<file path="src/rtl/accelerator_fifo.sv">
// accelerator_fifo: single-clock FIFO buffering samples between the router data bus and a DSP accelerator.
// Define ACC_FIFO_LEVEL_EN to expose the registered occupancy on the level port.
module accelerator_fifo #(
  parameter int DATA_WIDTH = 32,
  parameter int ADDR_WIDTH = 4,
  parameter int DEPTH      = 2 ** ADDR_WIDTH
) (
  input  logic                  clk,
  input  logic                  reset,
  input  logic                  put_req,
  input  logic [DATA_WIDTH-1:0] data_in,
  input  logic                  get_req,
  output logic [DATA_WIDTH-1:0] data_out,
  output logic                  data_valid,
  output logic                  empty,
  output logic                  full,
  output logic                  overflow,
`ifdef ACC_FIFO_LEVEL_EN
  output logic                  underflow,
  output logic [ADDR_WIDTH:0]   level
`else
  output logic                  underflow
`endif
);

  localparam logic [ADDR_WIDTH:0] LP_FULL_COUNT = (ADDR_WIDTH + 1)'(DEPTH);

  logic [DATA_WIDTH-1:0] r_mem [DEPTH];
  logic [ADDR_WIDTH-1:0] r_wr_ptr;
  logic [ADDR_WIDTH-1:0] r_rd_ptr;
  logic [ADDR_WIDTH:0]   r_count;
  logic [DATA_WIDTH-1:0] r_data_out;
  logic                  r_data_valid;
  logic                  r_empty;
  logic                  r_full;
  logic                  r_overflow;
  logic                  r_underflow;

  logic                  w_put_ok;
  logic                  w_get_ok;
  logic [ADDR_WIDTH:0]   w_next_count;

  // A put into a full FIFO is still fine when a get frees a slot on the same edge.
  assign w_get_ok = get_req & ~r_empty;
  assign w_put_ok = put_req & (~r_full | w_get_ok);

  always_comb begin
    w_next_count = r_count;
    if (w_put_ok && !w_get_ok) begin
      w_next_count = r_count + 1'b1;
    end else if (!w_put_ok && w_get_ok) begin
      w_next_count = r_count - 1'b1;
    end
  end

  // Storage is never cleared; writes are blocked during reset.
  always_ff @(posedge clk) begin
    if (!reset && w_put_ok) begin
      r_mem[r_wr_ptr] <= data_in;
    end
  end

  always_ff @(posedge clk) begin
    if (reset) begin
      r_wr_ptr     <= '0;
      r_rd_ptr     <= '0;
      r_count      <= '0;
      r_data_out   <= '0;
      r_data_valid <= 1'b0;
      r_empty      <= 1'b1;
      r_full       <= 1'b0;
      r_overflow   <= 1'b0;
      r_underflow  <= 1'b0;
    end else begin
      r_data_valid <= w_get_ok;
      if (w_put_ok) begin
        r_wr_ptr <= r_wr_ptr + 1'b1;
      end
      if (w_get_ok) begin
        r_data_out <= r_mem[r_rd_ptr];
        r_rd_ptr   <= r_rd_ptr + 1'b1;
      end
      if (put_req && !w_put_ok) begin
        r_overflow <= 1'b1;
      end
      if (get_req && !w_get_ok) begin
        r_underflow <= 1'b1;
      end
      r_count <= w_next_count;
      r_empty <= (w_next_count == '0);
      r_full  <= (w_next_count == LP_FULL_COUNT);
    end
  end

  assign data_out   = r_data_out;
  assign data_valid = r_data_valid;
  assign empty      = r_empty;
  assign full       = r_full;
  assign overflow   = r_overflow;
  assign underflow  = r_underflow;

`ifdef ACC_FIFO_LEVEL_EN
  assign level = r_count;
`endif

endmodule

</file>
<file path="config.mk">
export PLATFORM = sky130hd
export DESIGN_NAME = accelerator_fifo
export DESIGN_NICKNAME = d
export VERILOG_FILES = /design/src/rtl/accelerator_fifo.sv
export SDC_FILE = /design/constraint.sdc
export NUM_CORES = 1
export LEC_CHECK = 0
export ABC_CLOCK_PERIOD_IN_PS = 3700
export BUFFER_PORTS_ARGS = -buffer_cell sky130_fd_sc_hd__buf_2
export CAP_MARGIN = 5
export CORE_MARGIN = 5
export CORE_UTILIZATION = 26
export CTS_BUF_LIST = sky130_fd_sc_hd__clkbuf_4 sky130_fd_sc_hd__clkbuf_8
export CTS_CLUSTER_DIAMETER = 60
export CTS_CLUSTER_SIZE = 25
export DETAILED_ROUTE_END_ITERATION = 8
export GPL_ROUTABILITY_DRIVEN = 0
export PLACE_DENSITY = 0.41
export REMOVE_ABC_BUFFERS = 1
export SYNTH_ARGS = -nofsm -noshare
export SYNTH_HDL_FRONTEND = slang
export SYNTH_SLANG_ARGS = --single-unit
</file>
<file path="constraint.sdc">
create_clock -name clk -period 3.7 [get_ports clk]
set_clock_uncertainty 0.05 [all_clocks]
set_input_delay 0.37 -clock clk [delete_from_list [all_inputs] [get_ports clk]]
set_output_delay 0.37 -clock clk [all_outputs]
set_load 0.05 [all_outputs]
</file>
Yosys cells after proc, flatten, opt, wreduce, memory -nomap -nowiden --
Memories as Yosys holds them, arrays and structs flattened. A register that Yosys moved wholly into a read port is not among the register bits. Cells that the tools add are included. Widths: inputs -> output; s select.
Cells by class: equal/unequal tests 1, bitwise logic cells 5, muxes and demuxes 4, reductions and logical operators 9, add/subtract/negate cells 4
Operators with widths (count):
- $mux 5 | 2
- $add 4x1->4 const B | 2
- $add 5x1->5 const B | 1
- $eq 5x5->1 const B | 1
- $logic_and 1x1->1 | 5
- $logic_not 5->1 | 1
- $sub 5x1->5 const B | 1
- $logic_not 1->1 | 3
- $and 1x1->1 | 2
- $mux 1 | 2
- $not 1->1 | 2
- $or 1x1->1 | 1
Storage, ports and cells: input bits 36, register bits after elaboration 18, memory bits (writable) 512, memories kept 1, word-level logic and storage cells 32
Memories:
- r_mem | depth 16, bits a word 32, rd ports 1, clocked after Yosys merged registers in 1, wr ports 1, RTL line 28 | logic [DATA_WIDTH-1:0] r_mem [DEPTH];

Logic depth before layout (Yosys ltp) --
depth after elaboration 9, gate-level depth with buffers 7, depth with buffers taken out 7

Worst setup path after synthesis --
Ideal clock, no wire load.
path kind register to register, start point register r_empty (netlist: empty), end point memory r_mem[0][0] (enable), buffers on the path 1, stages on the path, launching flop included 7, setup time 0.461 ns, setup slack -0.412 ns, data required time 3.189 ns, arrival 3.601 ns, path through dfxtp_1 -> nand2b_1 -> buf_4 -> a21boi_2 -> and2b_1 -> nand2_1 -> nor3_1
Between the ends: cells in the longest elaborated chain, start to end 7
Ends and longest elaborated chain:
- start: declaration | RTL line 34 | logic r_empty;
- start signal: assignment | RTL line 90 | r_empty <= (w_next_count == '0);
- $not 1->1 | RTL line 44 | assign w_get_ok = get_req & ~r_empty;
- $and 1x1->1 | RTL line 44
- $or 1x1->1 | RTL line 45 | assign w_put_ok = put_req & (~r_full | w_get_ok);
- $and 1x1->1 | RTL line 45
- $logic_and 1x1->1 | RTL line 58 | if (!reset && w_put_ok) begin
- $mux 1 | RTL line 58
- $mux 1 (implied by the code) | RTL line 59 | r_mem[r_wr_ptr] <= data_in;
- end: declaration | RTL line 28
Every way passes these cells.

Final worst setup path --
start point register r_empty (netlist: empty), end point memory r_mem[6][17] (enable)
Same word-level chain as after synthesis.

==> run summary <==
YOSYS
--------------------------------------------------------------------------------------------------
Synthesized netlist cell count                                                               1,084
Multiplexer fraction of the synthesized cell area                                            0.143
Prevailing post-synth register cell                                                   sky130_fd_sc_hd__edfxtp_1
Proportion of synthesized chip area in sequential cells                                      0.768
Top-area cell type share of the netlist area                                                 0.721
YS warnings                                                                                      0
Seq cells post-synth                                                                           562
Simple logic cell fraction of the synthesized area                                          0.0175
Average cell area after synthesis                                                         19.7 µm²
Largest cells by area after synthesis                                                 sky130_fd_sc_hd__edfxtp_1 (72%), sky130_fd_sc_hd__mux2i_1 (7.5%), sky130_fd_sc_hd__mux4_2 (6.8%)
Largest family of logic cells by synthesized area                                     multiplexers
Post-synthesis share of cell area spent on xor and xnor gates                              0.00411
Yosys top cell by area                                                                sky130_fd_sc_hd__edfxtp_1
Post-synth design cell area                                                             21,300 µm²
Adder and majority cell fraction of the synthesized area                                   0.00411
Share of async-settable or async-resettable flops after synthesis                                0
Count of cell types in the netlist                                                              42
Complex-gate fraction of the synthesized area                                               0.0469
Number of synthesized flops with an enable pin                                                 512

STA
--------------------------------------------------------------------------------------------------
Final setup violation count                                                                      0
Final Max Slew Viols                                                                             0
Fmax achieved                                                                            0.354 GHz
Setup TNS                                                                                     0 ps
Final hold vios                                                                                  0
Fin crit share                                                                               0.763
Worst relative slew slack                                                                    0.549
Slew at the pin closest to its max-slew limit                                               677 ps
RSZ-0062 raised after global routing                                                            no
Minimum clock period after layout                                                          2820 ps

LAYOUT
--------------------------------------------------------------------------------------------------
Fillers                                                                                      8,033
Most frequent standard cell in the layout excluding fill and tap cells                sky130_fd_sc_hd__edfxtp_1
Final nets                                                                                   1,252
Leading cell types in the layout, fill and taps excluded                              sky130_fd_sc_hd__edfxtp_1 (512), sky130_fd_sc_hd__mux2i_1 (160), sky130_fd_sc_hd__buf_2 (72)
Area growth syn-to-layout                                                                    15.6%
Final cell count without fillers                                                             2,318
Share of post-route cells with drive strength above 1                                        0.234

CRITICAL PATH
--------------------------------------------------------------------------------------------------
Required time of the critical path                                                         3980 ps
Endpoint arrival time on the critical path                                                 3110 ps
Critical path's largest stage delay                                                         510 ps
Ordered cell list for the critical path                                               nand2b_1 > a21boi_2 > and2b_1 > nand2_1 > nor2_4 > buf_4
Worst setup path category                                                             flop to flop
Biggest fanout along the worst timing path                                                      12
Largest delay share family, worst path                                                simple AND/OR/NAND/NOR gates
Buffering stage count on the worst path with inverters included                                  1
Slowest cell on crit path                                                             sky130_fd_sc_hd__nor2_4
Capturing element type of the critical path                                                   flop
CP startpoint kind                                                                            flop

GRT
--------------------------------------------------------------------------------------------------
Via count of the first global-routing pass                                                   10.9k
All-layer global routing usage                                                               0.117
Remaining Overflow, GRT                                                                          0
Pin count of the biggest net entering global routing                                            68
Number of antenna violations at the first check in global routing                                1
First-pass GRT wire length                                                               76,100 µm

POWER
--------------------------------------------------------------------------------------------------
Power per standard cell area                                                            512 nW/µm²
Static Leak                                                                                7.38 nW
Worst ir drop on vdd                                                                      0.225 mV

FLOORPLAN
--------------------------------------------------------------------------------------------------
Starting utilization of the core area                                                        0.261
Core area                                                                               81,700 µm²
Width of the die                                                                            296 µm
Top-Level Pins                                                                                  73
Floorplan row count                                                                            105
Die Y-Extent                                                                                296 µm
Die area                                                                                87,900 µm²

PLACED DESIGN
--------------------------------------------------------------------------------------------------
HPWL after detailed placement                                                            30,400 µm
Placed Cells                                                                                 2,203
Quantity of I/O buffers inserted on ports                                                       72

JOB
--------------------------------------------------------------------------------------------------
Number of maximum-capacitance violations                                                         0

CLOCKING
--------------------------------------------------------------------------------------------------
Clock transition time at the flip-flop clock pins of the worst setup and hold paths         100 ps
Number of levels the H-tree was split into                                                       2
Clock tree root driver cell                                                           sky130_fd_sc_hd__clkbuf_8
Clk buf depth                                                                                    3
Total CTS buffers                                                                               46
Cts-stage hold buffer count                                                                     28
Number of gates given a new drive strength after cts                                             0
Insertion delay to the later sink of the worst-skew pair                                    650 ps
CTS tree                                                                                     built
Post-CTS repair timing setup buffer count                                                        0
Number of sinks on the clock net                                                               562

DETAILED ROUTING
--------------------------------------------------------------------------------------------------
Number of vias in the routed layout                                                          10.4k
Routed wire per std cell                                                                   22.3 µm
Average via count per standard cell                                                           4.47
Routed wire length                                                                       51,800 µm
Drt initial violations                                                                         675
Length of the first detailed-routing pass in iterations                                          5
Detailed-route DRC error count                                                                   0
Post-detailed-route count of antenna-violating nets                                              0

MIN PATH
--------------------------------------------------------------------------------------------------
Class of the worst hold path                                                          primary input to flop

RUN STATUS
--------------------------------------------------------------------------------------------------
Run status                                                                            finished clean

## stage by stage
stage	hold slack, ps	setup WS [ps]	util	cell area, µm²	total power, mW
after global routing	9.99	638	0.302	24700	13.2
after CTS	0.844	835	0.302	24700	12.9
after global placement	413	802	0.284	23200	8.77
after detailed placement	408	775	0.284	23200	8.77
after floorplan	389	-3590	-	21000	8.34
final	73.7	876	0.302	24700	12.6
## layout make-up
class | count | area (µm²) | share of cell area
clock inverter | 35 | 448 | 0.0182
antenna | 2 | 5.00 | 0.000203
timing repair buffer | 140 | 1040 | 0.0422
inverter | 4 | 15.0 | 0.000609
multi-input combinational | 455 | 4740 | 0.192
clock buffer | 50 | 682 | 0.0277
sequential | 562 | 16400 | 0.665
tap | 1070 | 1340 | 0.0543
## Yosys cell counts, types with 5 or more instances
master / n
sky130_fd_sc_hd__edfxtp_1: 512
sky130_fd_sc_hd__mux2i_1: 160
sky130_fd_sc_hd__mux4_2: 64
sky130_fd_sc_hd__a22oi_1: 63
sky130_fd_sc_hd__dfxtp_1: 50
sky130_fd_sc_hd__nor2_1: 33
sky130_fd_sc_hd__a32oi_1: 31
sky130_fd_sc_hd__buf_2: 30
sky130_fd_sc_hd__o21ai_0: 28
sky130_fd_sc_hd__clkbuf_1: 16
sky130_fd_sc_hd__nand2_1: 14
sky130_fd_sc_hd__buf_4: 10
sky130_fd_sc_hd__ha_1: 7
sky130_fd_sc_hd__nor3_1: 6
sky130_fd_sc_hd__buf_6: 5
sky130_fd_sc_hd__nor2b_1: 5
sky130_fd_sc_hd__xnor2_1: 5
sky130_fd_sc_hd__xor2_1: 5
## cell families after synthesis
kind of cell | Yosys count
flip-flops | 562
multiplexers | 224
AO/OA/AOI/OAI | 139
AND/OR/NAND/NOR | 75
buffers and inverters | 67
XOR/XNOR | 10
adder cells (fa/ha/maj) | 7
## registers in the layout, summed over array words and instances (netlist names)
register / count
r_rd_ptr: 4
r_count: 5
overflow: 1
r_mem: 512
full: 1
data_out: 32
r_wr_ptr: 4
underflow: 1
data_valid: 1
empty: 1
## routing by layer
layer | wire length (µm) | vias up | global-route usage
met1 | 24900 | 5439 | 0.170
met5 | 0 | - | 0
li1 | - | 4677 | -
met2 | 23800 | 182 | 0.185
met4 | 852 | 0 | 0.0248
met3 | 2280 | 55 | 0.0222
## final timing paths
kind,to,startpoint,cells after the start,slack (ps)
min,r_mem[3][13]$_DFFE_PP_,data_in[13],1,70
max reg2reg,r_mem[6][17]$_DFFE_PP_,empty$_SDFF_PP1_,6,880
max,r_mem[6][17]$_DFFE_PP_,empty$_SDFF_PP1_,6,880
min reg2reg,underflow$_SDFFE_PP0P_,underflow$_SDFFE_PP0P_,2,430
## report_power, final
group | leakage (nW) | switching (mW) | internal (mW)
clock | 0.560 | 2.44 | 1.58
sequential | 5.02 | 0.103 | 7.04
combinational | 1.80 | 0.921 | 0.545
total | 7.38 | 3.46 | 9.17
Power figures use the tool's default switching activity.
